**src/rtl/phase_acc_rx.sv**
```systemverilog
// AXI4-Stream phase-increment sink: buffers increments in a small FIFO and
// streams the top bits of a 32-bit phase accumulator, one step per output beat.
module phase_acc_rx #(
  parameter int DEPTH = 4,
  parameter int OUT_W = 16
) (
  input  logic                     clk,
  input  logic                     reset,
  input  logic [31:0]              s_axis_phase_tdata,
  input  logic                     s_axis_phase_tvalid,
  input  logic                     s_axis_phase_tlast,
  output logic                     s_axis_phase_tready,
  output logic [OUT_W-1:0]         m_axis_data_tdata,
  output logic                     m_axis_data_tvalid,
  input  logic                     m_axis_data_tready,
  output logic [31:0]              active_inc,
  output logic                     phase_wrap,
  output logic [$clog2(DEPTH):0]   fifo_level
);

  localparam int AW = $clog2(DEPTH);

  typedef enum logic {IDLE, RUN} state_t;

  logic [32:0] mem_q [DEPTH];
  logic [AW:0] wr_q, rd_q;
  state_t      state_q;
  logic [31:0] acc_q;
  logic [31:0] inc_q;
  logic        wrap_q;

  logic        full, empty, push, pop, hs;
  logic [32:0] head;
  logic [31:0] head_data;
  logic        head_last;
  logic [32:0] sum_d;

  assign fifo_level = wr_q - rd_q;
  assign full       = (fifo_level == (AW+1)'(DEPTH));
  assign empty      = (wr_q == rd_q);

  assign s_axis_phase_tready = !full && !reset;
  assign push = s_axis_phase_tvalid && s_axis_phase_tready;
  assign hs   = m_axis_data_tvalid && m_axis_data_tready;
  // IDLE drains the FIFO freely; RUN only advances on an output beat
  assign pop  = !empty && ((state_q == IDLE) || hs);

  assign head      = mem_q[rd_q[AW-1:0]];
  assign head_data = head[31:0];
  assign head_last = head[32];

  assign sum_d = {1'b0, acc_q} + {1'b0, inc_q};

  assign m_axis_data_tdata  = acc_q[31 -: OUT_W];
  assign m_axis_data_tvalid = (state_q == RUN);
  assign active_inc         = inc_q;
  assign phase_wrap         = wrap_q;

  always_ff @(posedge clk) begin
    if (push) begin
      mem_q[wr_q[AW-1:0]] <= {s_axis_phase_tlast, s_axis_phase_tdata};
    end
  end

  always_ff @(posedge clk or posedge reset) begin
    if (reset) begin
      wr_q <= '0;
      rd_q <= '0;
    end else begin
      if (push) wr_q <= wr_q + (AW+1)'(1);
      if (pop)  rd_q <= rd_q + (AW+1)'(1);
    end
  end

  always_ff @(posedge clk or posedge reset) begin
    if (reset) begin
      state_q <= IDLE;
      acc_q   <= '0;
      inc_q   <= '0;
      wrap_q  <= 1'b0;
    end else begin
      wrap_q <= 1'b0;
      unique case (state_q)
        IDLE: begin
          if (!empty) begin
            inc_q <= head_data;
            if (head_data != '0) begin
              acc_q   <= '0;
              state_q <= RUN;
            end
          end
        end
        RUN: begin
          if (hs) begin
            acc_q  <= sum_d[31:0];
            wrap_q <= sum_d[32];
            if (!empty) begin
              inc_q <= head_data;
              if (head_last) begin
                acc_q  <= '0;
                wrap_q <= 1'b0;
              end
              if (head_data == '0) state_q <= IDLE;
            end
          end
        end
        default: state_q <= IDLE;
      endcase
    end
  end

endmodule

```
**config.mk**
```make
export PLATFORM = sky130hd
export DESIGN_NAME = phase_acc_rx
export DESIGN_NICKNAME = d
export VERILOG_FILES = /design/src/rtl/phase_acc_rx.sv
export SDC_FILE = /design/constraint.sdc
export NUM_CORES = 1
export LEC_CHECK = 0
export CORE_ASPECT_RATIO = 2
export CORE_UTILIZATION = 40
export DETAILED_ROUTE_END_ITERATION = 16
export DONT_BUFFER_PORTS = 1
export GPL_TIMING_DRIVEN = 1
export PLACE_DENSITY = 0.59
export SYNTH_ARGS = -nofsm -noshare
export SYNTH_HDL_FRONTEND = slang
export SYNTH_SLANG_ARGS = --single-unit
```
**constraint.sdc**
```tcl
create_clock -name clk -period 3.2 [get_ports clk]
set_input_delay 0.48 -clock clk [delete_from_list [all_inputs] [get_ports clk]]
set_output_delay 0.48 -clock clk [all_outputs]
set_load 0.1 [all_outputs]
```
# Yosys cells after proc, flatten, opt, wreduce, memory -nomap -nowiden
# Memory sizes are Yosys's and may differ from the RTL's.
# Index checks and enable logic that the tools add are counted.
[totals] mem_count=1 input_bits=37 mem_bits_rw=132 regBits=72
[classes] n_eq_ne=5 n_reduce_logical=11 n_mux=21 add_sub_neg=4 bitwise=1
[memory_table] name="mem_q" words=4 width=33 read_ports=1 rd_ports_with_merged_regs=0 write_ports=1 line="25" source="logic [32:0] mem_q [DEPTH];"
[ops] cell="$mux W32" count=7
[ops] cell="$pmux W32 S2" count=2
[ops] cell="$add A32 B32 Y33" count=1
[ops] cell="$logic_not A32 Y1" count=1
[ops] cell="$reduce_bool A32 Y1" count=1
[ops] cell="$mux W1" count=11
[ops] cell="$add A3 B1 Y3 const B" count=2
[ops] cell="$logic_and A1 B1 Y1" count=4
[ops] cell="$ne A2 B1 Y1 const B" count=2
[ops] cell="$eq A3 B3 Y1" count=1
[ops] cell="$eq A3 B3 Y1 const B" count=1
[ops] cell="$logic_not A1 Y1" count=3
[ops] cell="$reduce_and A3 Y1" count=1
[ops] cell="$sub A3 B3 Y3" count=1
[ops] cell="$ne A2 B2 Y1 const B" count=1
[ops] cell="$pmux W1 S2" count=1
[ops] cell="$logic_or A1 B1 Y1" count=1
[ops] cell="$not A1 Y1" count=1

# Logic depth before layout (Yosys ltp)
[logic_depth] depth_word=7 depth_mapped=11 mapped_depth_nobuf=11

# Worst setup path before layout
# OpenSTA, ideal clock, no wires.
[synth_timing] kind="register -> register" from="register wr_q[0]" to="register wr_q[2]" period_less_slack_ns=5.421 t_required_ns=3.022 arrival_ns=5.242 setup_ns=0.178 setup_slack_ns=-2.221 path_stages_with_launch=8 path_cell_list="dfrtp_1 inv_1 ha_1 fa_1 xnor2_1 a31oi_1 and3_1 xor2_1"
[synth_via] elab_chain_len=5 word_cells_on_any_way=6 cone_classes="2 x add/sub; 1 x eq/ne; 3 x reduce/logical"
[synth_rtl] item="start, declared" line="26" source="logic [AW:0] wr_q, rd_q;"
[synth_rtl] item="start signal, assigned" line="70" source="if (push) wr_q <= wr_q + (AW+1)'(1);"
[synth_rtl] item="$sub A3 B3 Y3" line="38" source="assign fifo_level = wr_q - rd_q;"
[synth_rtl] item="net fifo_level[2]" line="18" source="output logic [$clog2(DEPTH):0] fifo_level"
[synth_rtl] item="$eq A3 B3 Y1" line="39" source="assign full = (fifo_level == (AW+1)'(DEPTH));"
[synth_rtl] item="$logic_not A1 Y1" line="42" source="assign s_axis_phase_tready = !full && !reset;"
[synth_rtl] item="$logic_and A1 B1 Y1" line="42"
[synth_rtl] item="net s_axis_phase_tready" line="12" source="output logic s_axis_phase_tready,"
[synth_rtl] item="$logic_and A1 B1 Y1" line="43" source="assign push = s_axis_phase_tvalid && s_axis_phase_tready;"
# The timed path passes the listed nets, and every way through them passes these cells.
# A chain may end at the register's enable or synchronous reset.

# Worst setup path after layout
[layout_timing] from="register rd_q[0]" to="output port s_axis_phase_tready"
[layout_via] elab_chain_len=4
[layout_rtl] item="start, declared" line="26"
[layout_rtl] item="start signal, assigned" line="71" source="if (pop) rd_q <= rd_q + (AW+1)'(1);"
[layout_rtl] item="$sub A3 B3 Y3" line="38"
[layout_rtl] item="$eq A3 B3 Y1" line="39"
[layout_rtl] item="$logic_not A1 Y1" line="42"
[layout_rtl] item="$logic_and A1 B1 Y1" line="42"
[layout_rtl] item="end, declared" line="12"
# No other way between the ends.

==> reports/qor.csv <==
metric,value,unit
startpoint types,register,
Syn Area/Cell,14.52,µm²
max_cap viols,0,
crit path cell chain,buf_12 -> ha_1 -> fa_1 -> xnor2_4 -> a31oi_4 -> buf_4,
Worst Hold Path Cells,0,
vias in the first global route,6237,
critical path's slowest cell,dfrtp_2,
gr ovfl total,0,
DR iter-0 viols,229,
io pins,91,
IO Port Bufs,0,
YS warnings,0,
antenna cells,0,
count of final max-slew check failures,0,
RSZ-0062 raised after global routing,false,
Pre-Repair DR Iteration Count,4,
family with the most delay on the worst path,adder cells,
sequential fraction of the synthesis area,61.17,%
Worst Tran Pin Value,1.246,ns
Clock Latency Late Sink,0.51,ns
largest net degree at the start of global routing,38,
Post-synth ARST share,35.29,%
Mapped Cells,649,
crit-path max cell delay,0.53,ns
mapped cell area,9425,µm²
Worst Skew,0.01970,ns
main area contributors after synthesis,"edfxtp_1 42%, dfrtp_1 19%, mux4_2 7.9%",
CTS H-tree lvls,1,
ys flop type,edfxtp_1,
Worst EP required,2.72,ns
"Arr. time, crit path",2.59,ns
Inserted Clock Buffers,20,
CTS tree,yes,
Starting Density,40.58,%
vias post-DR,5660,
Die Width,110.5,µm
final weighted congestion in routability-driven placement,1.008,
status,finished clean,
Num Clock Sinks,204,
post-DP HPWL,17.54,mm
#FFs+latches synth,204,
gr usage total,19.73,%
Worst Path Buf+Inv,2,
Final setup violation count,0,
post-CTS setup buffers,0,
core area,23230,µm²
initial antenna violation count,0,
"Reg clk slew, reported paths",0.06,ns
drt via density,5.637,
Register-to-Register Path Depth,9,
critical path peak fanout,16,
Fin. Hold Viols,0,
post-synth top area cell,edfxtp_1,
HP Class,in -> reg,
worst setup path class,reg -> out,
period utilization,96.06,%
Mapped Nets,727,
Final nets,785,
area growth from synthesis to layout,15.70,%
WL/cell,23.24,µm
DIE AREA,24220,µm²
share of cells above drive strength 1,23.99,%
Longest Clk Path Bufs,3,
std cell rows,79,
crit path capture type,output pin,
Synth top area share,42.05,%
Fmax,0.3253,GHz
first-pass GRT wire length,35.85,mm
Post-route DRC,0,
"EDFF count, synth",132,
final design utilization,46.95,%
DRT antenna net count,0,
Tmin final,3.074,ns
Netlist cell types,53,
critical path depth,6,
max_slew headroom,16.61,%
clock root buffer,clkbuf_16,
routed wire length,23.33,mm
die height,219.1,µm
-- path summary, 6_finish.rpt --
kind	start	slack, ns	endpoint
worst max-delay path	rd_q[0]	0.13	s_axis_phase_tready
worst min-delay path	s_axis_phase_tlast	0.07	mem_q[2][32]
worst max register to register	rd_q[0]	0.13	acc_q[22]
worst min register to register	wr_q[2]	0.49	wr_q[2]
max in group asynchronous	reset	1.76	active_inc[8]
min in group asynchronous	reset	0.50	active_inc[27]
-- metal layers --
layer	track usage [%]	wire (µm)
met2	37.83	13090
met3	3.894	1169
met5	0	0
met1	18.83	7590
met4	12.76	1485
-- Yosys cell counts, drive strengths merged, types with 4 or more instances --
cell    count
a31oi       6
clkbuf     11
a21oi      32
nand2      50
xor2       15
nand3       9
o21ai      45
dfrtp      72
and3        9
o211ai      4
o21a        5
a22oi       4
and2        4
buf        26
ha         39
nor2b       6
inv        16
mux4       33
nor2       13
nor4        9
xnor2      15
nand2b      5
edfxtp    132
mux2       34
a21o       16
-- flip-flops by register name, indices dropped and copies added, names as in the netlist --
signal              cells
m_axis_data_tvalid      1
acc_q                  32
active_inc             32
mem_q                 132
wr_q                    3
phase_wrap              1
rd_q                    3
-- logic make-up (layout without fill, tap and decap cells) --
kind of cell	count (synthesis)	in the layout	synth area share, %
muxes	67	67	11.95
xor gates and xnor gates	30	30	2.788
buffers and inverters	53	125	3.345
AOI/OAI and AO/OA	137	137	9.067
DFF	204	204	61.17
and+or+nand+nor	117	117	6.080
adders and majority gates	41	41	5.602
-- repair_timing --
item                                   in CTS  in global routing
setup endpoints to repair                   0                  0
resized for setup                           0                  0
hold buffers                                1                  0
endpoints found under the hold margin      23                  0
-- layout make-up --
cell class / instances / area (µm²)
tap: 283 / 354.1
clock buffer: 25 / 540.5
timing repair buffer: 73 / 650.6
clock inverter: 11 / 133.9
multi-input combinational: 392 / 3398
inverter: 16 / 60.06
sequential: 204 / 5768
fill: 1974 / 12320
-- metrics by stage --
stage                     cell area (µm²)  std cells  hold WS, ns  setup TNS (ns)  worst slack [ns]
final                               10910       1004      0.07060               0            0.1260
after detailed placement            10220        967       0.4603               0           0.08049
after global routing                10910       1004      0.04708               0           0.02847
after global placement              10220        967       0.4520               0            0.1106
after CTS                           10910       1004      0.04537               0           0.08568
after floorplan                      9469        649       0.4512          -1.292          -0.01305
-- placed cells by master (no fill, tap or decap), types with 3 or more instances in the layout --
cell,synthesis,layout
and3_1,9,5
xnor2_1,15,14
o21ai_1,33,32
o21ai_0,12,12
edfxtp_1,132,132
ha_1,39,39
xor2_1,15,15
clkbuf_16,0,21
bufinv_16,0,3
a22oi_1,4,4
o31ai_1,3,3
a21o_1,16,16
a31oi_1,6,5
nor2b_1,6,6
and3_2,0,3
mux4_2,33,33
nand4_1,3,3
dfrtp_1,72,70
o21bai_1,3,3
o211ai_1,4,4
nor2_1,13,13
a211oi_1,3,3
mux2_2,27,27
nand2_1,50,50
mux2_1,7,7
buf_4,16,64
clkbuf_1,11,4
nand2b_1,5,5
nand3_1,9,9
and2_1,4,4
o21a_1,4,4
buf_12,0,8
inv_1,15,14
clkinv_1,0,4
nand3b_1,3,3
a21oi_1,32,32
nor4_1,9,9
-- worst reg2reg max path, delay by kind of cell (launching register included) --
family | cells | cell delay (ns)
AND/OR/NAND/NOR | 3 | 0.71
flip-flops | 1 | 0.56
multiplexers | 1 | 0.64
buffers and inverters | 2 | 0.45
AO/OA/AOI/OAI | 3 | 0.66
Power is left out: the tool's default activity adds up to more than one toggle a clock period on the data nets, which glitch-free logic cannot reach.
